File: src/rtl/input_capture_pkg.sv
// Shared constants for the calculator input front end: control-word width,
// button indices and the C_reg field layout.
package input_capture_pkg;

  localparam int C_W   = 10;
  localparam int BTN_A = 0;
  localparam int BTN_B = 1;
  localparam int BTN_C = 2;

  localparam int HEX_MODE_HI = 9;
  localparam int HEX_MODE_LO = 8;
  localparam int HEX_SHOW_HI = 7;
  localparam int HEX_SHOW_LO = 6;
  localparam int LED_SHOW_HI = 5;
  localparam int LED_SHOW_LO = 4;
  localparam int CARRY_IN    = 3;
  localparam int ALU_OP_HI   = 2;
  localparam int ALU_OP_LO   = 0;

  typedef struct packed {
    logic [1:0] hex_mode;
    logic [1:0] hex_show;
    logic [1:0] led_show;
    logic       carry_in;
    logic [2:0] alu_op;
  } c_fields_t;

endpackage

File: src/rtl/input_capture_if.sv
// Board-side inputs and captured register outputs of input_capture.
// master drives switches/buttons, slave is the capture block.
interface input_capture_if #(parameter int N = 4);
  import input_capture_pkg::*;

  logic [C_W-1:0] SWITCH;
  logic           B0;
  logic           B1;
  logic           B2;
  logic [N-1:0]   a_reg;
  logic [N-1:0]   b_reg;
  logic [C_W-1:0] c_reg;
  logic [2:0]     load;
  logic [2:0]     btn_db;

  modport master (
    output SWITCH, B0, B1, B2,
    input  a_reg, b_reg, c_reg, load, btn_db
  );

  modport slave (
    input  SWITCH, B0, B1, B2,
    output a_reg, b_reg, c_reg, load, btn_db
  );
endinterface

File: src/rtl/input_capture_debounce.sv
// Per-button 2-flop synchronizer plus counting debouncer; fall is a
// combinational pulse on the edge where a press (1->0) is accepted.
module debounce #(
  parameter int DEB_CYCLES = 500000,
  parameter int CNT_W      = 19
) (
  input  logic clk,
  input  logic rst_n,
  input  logic raw,
  output logic level,
  output logic fall
);
  localparam logic [CNT_W-1:0] CNT_MAX = CNT_W'(DEB_CYCLES - 1);

  logic             sync1_q, b_s_q;
  logic             level_q, level_d;
  logic [CNT_W-1:0] cnt_q, cnt_d;
  logic             accept;

  always_ff @(posedge clk or negedge rst_n) begin
    if (!rst_n) begin
      sync1_q <= 1'b1;
      b_s_q   <= 1'b1;
      level_q <= 1'b1;
      cnt_q   <= '0;
    end else begin
      sync1_q <= raw;
      b_s_q   <= sync1_q;
      level_q <= level_d;
      cnt_q   <= cnt_d;
    end
  end

  assign accept = (b_s_q != level_q) && (cnt_q == CNT_MAX);

  always_comb begin
    level_d = level_q;
    cnt_d   = cnt_q;
    if (b_s_q == level_q) begin
      cnt_d = '0;
    end else if (accept) begin
      level_d = b_s_q;
      cnt_d   = '0;
    end else begin
      cnt_d = cnt_q + 1'b1;
    end
  end

  assign level = level_q;
  assign fall  = accept & level_q;
endmodule

File: src/rtl/input_capture.sv
// Calculator front end: debounced buttons capture synchronized switches
// into A/B/C. Optional INPUT_CAPTURE_CLEAR_EN: all-buttons-down clears all.
module input_capture
  import input_capture_pkg::*;
#(
  parameter int N          = 4,
  parameter int DEB_CYCLES = 500000,
  parameter int CNT_W      = 19
) (
  input  logic            clk,
  input  logic            rst_n,
  input_capture_if.slave  bus
);
  logic [C_W-1:0] sw_m_q, sw_s_q;
  logic [2:0]     raw, level, fall, idle;
  logic [N-1:0]   a_q, a_d, b_q, b_d;
  logic [C_W-1:0] c_q, c_d;
  logic [2:0]     load_q, load_d;

  assign raw[BTN_A] = bus.B0;
  assign raw[BTN_B] = bus.B1;
  assign raw[BTN_C] = bus.B2;

  for (genvar i = 0; i < 3; i++) begin : g_db
    debounce #(.DEB_CYCLES(DEB_CYCLES), .CNT_W(CNT_W)) u_db (
      .clk   (clk),
      .rst_n (rst_n),
      .raw   (raw[i]),
      .level (level[i]),
      .fall  (fall[i])
    );
  end

  // Buttons that stay released through this edge; a press only counts when
  // every other button is idle in this sense.
  assign idle = level & ~fall;

  always_comb begin
    load_d = '0;
    for (int i = 0; i < 3; i++)
      load_d[i] = fall[i] & (&(idle | (3'b001 << i)));
`ifdef INPUT_CAPTURE_CLEAR_EN
    if ((|fall) && (idle == 3'b000)) load_d = 3'b111;
`endif
  end

  always_comb begin
    a_d = a_q;
    b_d = b_q;
    c_d = c_q;
    if (load_d == 3'b111) begin
      a_d = '0;
      b_d = '0;
      c_d = '0;
    end else begin
      if (load_d[BTN_A]) a_d = sw_s_q[N-1:0];
      if (load_d[BTN_B]) b_d = sw_s_q[N-1:0];
      if (load_d[BTN_C]) c_d = c_fields_t'(sw_s_q);
    end
  end

  always_ff @(posedge clk or negedge rst_n) begin
    if (!rst_n) begin
      sw_m_q <= '0;
      sw_s_q <= '0;
      a_q    <= '0;
      b_q    <= '0;
      c_q    <= '0;
      load_q <= '0;
    end else begin
      sw_m_q <= bus.SWITCH;
      sw_s_q <= sw_m_q;
      a_q    <= a_d;
      b_q    <= b_d;
      c_q    <= c_d;
      load_q <= load_d;
    end
  end

  assign bus.a_reg  = a_q;
  assign bus.b_reg  = b_q;
  assign bus.c_reg  = c_q;
  assign bus.load   = load_q;
  assign bus.btn_db = level;
endmodule

File: src/flat_wrapper.sv
// flat-port wrapper written by rule: the top's interface ports become plain ports
module input_capture_flat import input_capture_pkg::*;
#(
  parameter int N          = 4,
  parameter int DEB_CYCLES = 500000,
  parameter int CNT_W      = 19
)
  (clk, rst_n, bus_SWITCH, bus_B0, bus_B1, bus_B2, bus_a_reg, bus_b_reg, bus_c_reg, bus_load, bus_btn_db);
  input_capture_if #(.N(N)) bus_i ();
  input  logic clk;
  input  logic rst_n;
  input wire logic [$bits(bus_i.SWITCH)-1:0] bus_SWITCH;
  input wire logic [$bits(bus_i.B0)-1:0] bus_B0;
  input wire logic [$bits(bus_i.B1)-1:0] bus_B1;
  input wire logic [$bits(bus_i.B2)-1:0] bus_B2;
  output wire logic [$bits(bus_i.a_reg)-1:0] bus_a_reg;
  output wire logic [$bits(bus_i.b_reg)-1:0] bus_b_reg;
  output wire logic [$bits(bus_i.c_reg)-1:0] bus_c_reg;
  output wire logic [$bits(bus_i.load)-1:0] bus_load;
  output wire logic [$bits(bus_i.btn_db)-1:0] bus_btn_db;
  assign bus_i.SWITCH = bus_SWITCH;
  assign bus_i.B0 = bus_B0;
  assign bus_i.B1 = bus_B1;
  assign bus_i.B2 = bus_B2;
  assign bus_a_reg = bus_i.a_reg;
  assign bus_b_reg = bus_i.b_reg;
  assign bus_c_reg = bus_i.c_reg;
  assign bus_load = bus_i.load;
  assign bus_btn_db = bus_i.btn_db;
  input_capture #(.N(N), .DEB_CYCLES(DEB_CYCLES), .CNT_W(CNT_W)) u_core (.clk(clk), .rst_n(rst_n), .bus(bus_i));
endmodule
File: config.mk
export PLATFORM = sky130hd
export DESIGN_NAME = input_capture_flat
export DESIGN_NICKNAME = d
export VERILOG_FILES = /design/src/rtl/input_capture_pkg.sv /design/src/rtl/input_capture_if.sv /design/src/rtl/input_capture_debounce.sv /design/src/rtl/input_capture.sv /design/src/flat_wrapper.sv
export SDC_FILE = /design/constraint.sdc
export NUM_CORES = 1
export LEC_CHECK = 0
export ABC_AREA = 1
export ABC_CLOCK_PERIOD_IN_PS = 2000
export CELL_PAD_IN_SITES_DETAIL_PLACEMENT = 0
export CELL_PAD_IN_SITES_GLOBAL_PLACEMENT = 1
export CORE_MARGIN = 4
export CORE_UTILIZATION = 40
export DETAILED_ROUTE_END_ITERATION = 12
export PLACE_DENSITY_LB_ADDON = 0.1
export SLEW_MARGIN = 30
export SYNTH_ARGS = -nofsm -noshare
export SYNTH_HDL_FRONTEND = slang
export SYNTH_HIERARCHICAL = 1
export SYNTH_SLANG_ARGS = --single-unit
File: constraint.sdc
create_clock -name clk -period 2 [get_ports clk]
set_input_delay 0.3 -clock clk [delete_from_list [all_inputs] [get_ports clk]]
set_output_delay 0.3 -clock clk [all_outputs]
set_load 0.03 [all_outputs]
==> Word level (Yosys, flattened, before mapping) <==
Cells that the tools add are included.
{ "word_totals": {"reg_bits": 107, "out_inout_bits": 24} }
{ "op_classes": {"addsub": 3, "eq_ne": 10, "muxes": 12, "bitwise": 11, "n_reduce_logical": 12} }
{ "op_table": {"columns": ["operator", "n"], "rows": [
  ["$mux W19", 6],
  ["$add A19 B1 Y19 const B", 3],
  ["$eq A19 B19 Y1 const B", 3],
  ["$mux W10", 2],
  ["$mux W4", 4],
  ["$reduce_and A2 Y1", 6],
  ["$and A1 B1 Y1", 6],
  ["$reduce_bool A2 Y1", 3],
  ["$and A3 B3 Y3", 1],
  ["$eq A1 B1 Y1", 3],
  ["$eq A3 B3 Y1 const B", 1],
  ["$logic_and A1 B1 Y1", 3],
  ["$ne A1 B1 Y1", 3],
  ["$not A1 Y1", 3],
  ["$not A3 Y3", 1]
]} }

==> Depth between registers and ports, before layout <==
{ "logic_depth": {"word_depth": 9, "ltp_mapped": 14, "depth_no_buf": 12} }

==> Cells and area by module <==
Netlist, hierarchy kept.
{ "modules_own_cells": {"columns": ["module", "instances", "cells_each", "area_each_um2", "seq_area_each_um2"], "rows": [
  ["debounce", 3, 169, 1258.7, 554.3],
  ["input_capture", 1, 127, 1490.2, 1026.0]
]} }

==> Least setup slack after synthesis <==
No wires, ideal clock.
{ "synth_path": {"path_kind": "flip-flop to flip-flop", "start": "register u_core.g_db[2].u_db.level_q", "end": "register u_core.c_q[0], in the netlist u_core/bus.c_reg[0]", "setup_time_ps": 121, "arrival_time_ps": 1863, "required_ps": 1879, "slack_ps": 16, "stages_incl_launch_ff": 12, "path_buffers": 2, "synth_period_minus_slack_ps": 1984, "path_cell_list": "dfstp_2 > inv_1 > nand2_1 > nand2_4 > nor2_1 > nand3_1 > buf_6 > nor2_1 > nand3_2 > buf_6 > o21bai_1 > nand2_1"} }
{ "synth_between": {"elab_chain_cells": 9, "word_cells_on_any_way": 13, "cone_classes": "2 x eq/ne; 1 x mux; 6 x bitwise; 4 x reduce/logical"} }
{ "synth_rtl": {"columns": ["item", "line_no", "source"], "rows": [
  ["start: declaration", "input_capture_debounce.sv:16", "logic level_q, level_d;"],
  ["start signal: assignment", "input_capture_debounce.sv:29", "level_q <= level_d;"],
  ["$ne A1 B1 Y1", "input_capture_debounce.sv:34", "assign accept = (b_s_q != level_q) && (cnt_q == CNT_MAX);"],
  ["$logic_and A1 B1 Y1", "input_capture_debounce.sv:34", null],
  ["$and A1 B1 Y1 *", "input_capture_debounce.sv:50", "assign fall = accept & level_q;"],
  ["via u_core.fall[2]", "input_capture.sv:15", "logic [2:0] raw, level, fall, idle;"],
  ["$not A3 Y3", "input_capture.sv:36", "assign idle = level & ~fall;"],
  ["$and A3 B3 Y3", "input_capture.sv:36", null],
  ["$reduce_and A2 Y1", "input_capture.sv:41", "load_d[i] = fall[i] & (&(idle | (3'b001 << i)));"],
  ["$and A1 B1 Y1", "input_capture.sv:41", null],
  ["$eq A3 B3 Y1", "input_capture.sv:51", "if (load_d == 3'b111) begin"],
  ["$mux W10 or $reduce_bool A2 Y1 (tied branches)", null, null],
  ["end signal: assignment", "input_capture.sv:68", "c_q <= '0;"],
  ["end signal: assignment", "input_capture.sv:75", "c_q <= c_d;"],
  ["end: declaration", "input_capture.sv:17", "logic [C_W-1:0] c_q, c_d;"]
]} }
Mark *: on every way through the listed nets, which the timed path passes. The rest lies on a longest branch.
A chain may end at the register's enable or synchronous reset.

==> Worst setup path after layout <==
{ "layout_path": {"start": "register u_core.g_db[2].u_db.level_q", "end": "register u_core.c_q[7], in the netlist u_core/bus.c_reg[7]"} }
Same word-level chain as after synthesis.

==> results.py <==
metrics = {
    "run_status": {
        "outcome": "completed",
    },
    "setup_path": {
        "r2r-end": "u_core/bus.c_reg[7]",
        "r2r-start": "u_core/g_db[2].u_db/level",
        "endpoint_kind": "flip-flop",
        "ff2ff_path_depth": 10,
        "endpoint": "u_core/bus.c_reg[7]",
        "crit_fanout": 9,
        "startpoint": "u_core/g_db[2].u_db/level",
        "startpoint_type": "flip-flop",
        "rrSetupSlack_ns": 0.15,
        "critPathArrivalTime_ns": 2.09,
        "criticalPathCategory": "reg2reg",
        "required_ns": 2.24,
    },
    "cts": {
        "cts_tree": "yes",
        "clkSinkCount": 107,
        "cts.reportedPaths.clkPinSlew_ns": 0.08,
        "htreeDepth": 3,
        "cts.path.max_buffers": 2,
        "insertion_delay_ns": 0.35,
        "cts-root-buf": "clkbuf_16",
        "cts_buffers": 9,
    },
    "run": {
        "maxCapViolCount": 0,
    },
    "power": {
        "intPower_w": 0.00314,
        "p_switching_w": 0.000961,
        "ir_drop_mv": 0.392,
        "seq_power_share": 0.544,
        "leakage_nw": 2.90,
        "combPwrFrac": 0.037,
        "power_frac_clock": 0.419,
        "powerDensity_mw_per_mm2": 654,
        "swShare": 0.235,
    },
    "yosys": {
        "synth_area_per_cell_sq_um": 8.31,
        "netlist_instances": 634,
        "yosysUniqueCellTypes": 23,
        "synth_top_area_share": 0.466,
        "syn-num-nets": 652,
        "synth_area_sq_mm": 0.00527,
        "yosys.area.top_type": "dfrtp_1",
        "ys_ff_latch": 107,
        "ys_seq_area_frac": 0.511,
        "ys_warn_count": 6,
        "yosys-top-cells-area": "dfrtp_1 47%, nand2_1 9.8%, inv_1 7.1%",
    },
    "final_layout": {
        "postLayoutCellArea_sq_mm": 0.00626,
        "fin_nets": 710,
        "top_register": "u_core/g_db.u_db/cnt_q",
        "area_growth_syn_to_layout_pct": 18.9,
        "largest_register_ffs": 57,
        "insertedDiodeCount": 0,
        "layout-drive-gt1-share": 0.132,
        "post-route-util": 0.490,
    },
    "sta": {
        "tightest_slew_ns": 0.478,
        "layout_min_cycle_time_ns": 1.85,
        "finalSetupViolCount": 0,
        "max_slew_margin": 0.681,
        "fmax_mhz": 541,
        "hold_ws_ns": 0.352,
        "drv_slew": 0,
        "fin_crit_sh": 0.925,
        "fin_setup_tns_ns": 0,
        "skew_ns": 0.00909,
        "hold_viol": 0,
    },
    "floorplan": {
        "initial_core_util": 0.412,
        "core_sq_mm": 0.0128,
        "std_cell_rows": 41,
        "die_y_um": 123,
        "die_width_um": 123,
        "die_area_sq_mm": 0.0151,
        "ios": 39,
    },
    "detailed_routing": {
        "vias": 3997,
        "drt-vias-per-instance": 4.60,
        "first_pass_iters": 4,
        "drc": 0,
        "wl_per_cell_um": 12.6,
        "first_iter_violations": 239,
        "routed_wl_mm": 11.0,
        "antenna_left": 0,
    },
    "placed_design": {
        "gp_congestion": 0.811,
        "port_buffers": 38,
        "hpwlAfterDp_mm": 8.15,
        "postPlaceCellArea_sq_mm": 0.00591,
    },
    "grt": {
        "grt_start_max_net_pins": 50,
        "grt_pass1_vias": 3944,
        "groute.usage.overall": 0.159,
        "grt_pass1_wl_mm": 18.9,
        "grt.overflow.total": 0,
        "antenna_found_initial": 0,
    },
    "hold_path": {
        "hold_class": "in2reg",
        "min_from": "bus_B1",
    },
}
==> cells in the final DEF, fill, tap and decap left out, types with 2 or more instances in the layout <==
cell type and count:
nor2_4 14, clkdlybuf4s50_1 34, dlymetal6s2s_1 2, nand4_1 9, nand2_1 138, nand3_1 50, nor3b_1 3, inv_1 99
o21a_1 3, inv_2 3, dfrtp_1 98, nor2_1 97, ha_1 3, nand2_2 10, buf_4 11, a21oi_1 3
o21ai_0 9, nand2_4 6, nand3_2 3, dfstp_2 9, o21bai_1 18, clkbuf_16 9, buf_12 2, o21ai_1 12
xor2_1 18, nor2_2 16, inv_6 3, nor3_1 6
==> Yosys cell counts, drive strengths merged <==
master / n
o21a: 3
nand4: 9
nor2: 126
a21oi: 3
nor3: 6
nor3b: 3
o21ai: 21
ha: 3
dfstp: 9
nand3: 54
xor2: 18
buf: 6
dfrtp: 98
nand2: 155
o21bai: 18
inv: 102
==> cell type report <==
type	count	area, sq um
fillers	1237	6510
multi-input cells	420	2170
clock buffers	10	229
flip-flops and latches	107	2690
inverters	102	383
clock inverters	6	58.8
repair buffers	52	518
well taps	172	215
==> through the flow <==
step | total power (W) | setup slack (ns) | instances
final | 0.00410 | 0.150 | 869
after global routing | 0.00430 | -0.00186 | 869
after CTS | 0.00419 | 0.00211 | 867
after detailed placement | 0.00243 | 0.0933 | 850
after global placement | 0.00243 | 0.198 | 850
after floorplan | 0.00232 | 0.0163 | 634
==> per-layer routing <==
metal	vias up	global-route usage	routed length [um]
met2	57	0.247	5000
met4	0	0.0469	146
met5	-	0	0
met1	1861	0.217	5400
li1	2066	-	-
met3	13	0.0438	398
==> logic make-up after synthesis <==
logic type / count (synthesis) / share of synthesized area
buffers and inverters: 108 / 0.0855
XOR/XNOR: 18 / 0.0299
AO/OA/AOI/OAI: 45 / 0.0527
adder cells (fa/ha/maj): 3 / 0.00713
flip-flops: 107 / 0.511
AND/OR/NAND/NOR: 353 / 0.314
==> power by group through the flow <==
stage               clock, W  sequential, W  combinational [W]
floorplan                  0        0.00226          0.0000529
global placement           0        0.00227           0.000153
detailed placement         0        0.00227           0.000156
CTS                  0.00180        0.00223           0.000158
global route         0.00189        0.00223           0.000174
finish               0.00172        0.00223           0.000150
==> worst max-delay path, stage by stage (launching register included) <==
cell      delay [ns]
dfstp_2         0.59
inv_1           0.09
nand2_1         0.10
nand2_4         0.05
nor2_1          0.12
nand3_2         0.13
nor2_4          0.16
nand3_4         0.13
buf_6           0.17
o21bai_1        0.13
nand2_1         0.07
==> worst min path at each step <==
stage,to,slack [ns],cells after the start
4_1_cts,u_core/g_db[1].u_db/sync1_q,0.33,1
3_3_place_gp,u_core/g_db[0].u_db/cnt_q[13],0.30,1
5_1_grt,u_core/g_db[2].u_db/sync1_q,0.34,1
2_1_floorplan,u_core/bus.a_reg[0],0.004,0
6_report,u_core/g_db[1].u_db/sync1_q,0.35,1
3_5_place_dp,u_core/g_db[0].u_db/cnt_q[13],0.30,1
==> what timing repair did <==
| item | CTS | global route |
|---|---|---|
| hold endpoints to repair | 28 | 0 |
| pin swaps | 0 | 3 |
| setup endpoints to repair | 1 | 12 |
| hold buffers | 1 | 0 |
| cloned | 0 | 1 |
| setup buffers | 0 | 1 |
| gates resized for setup | 1 | 10 |
Power figures use the tool's default switching activity.
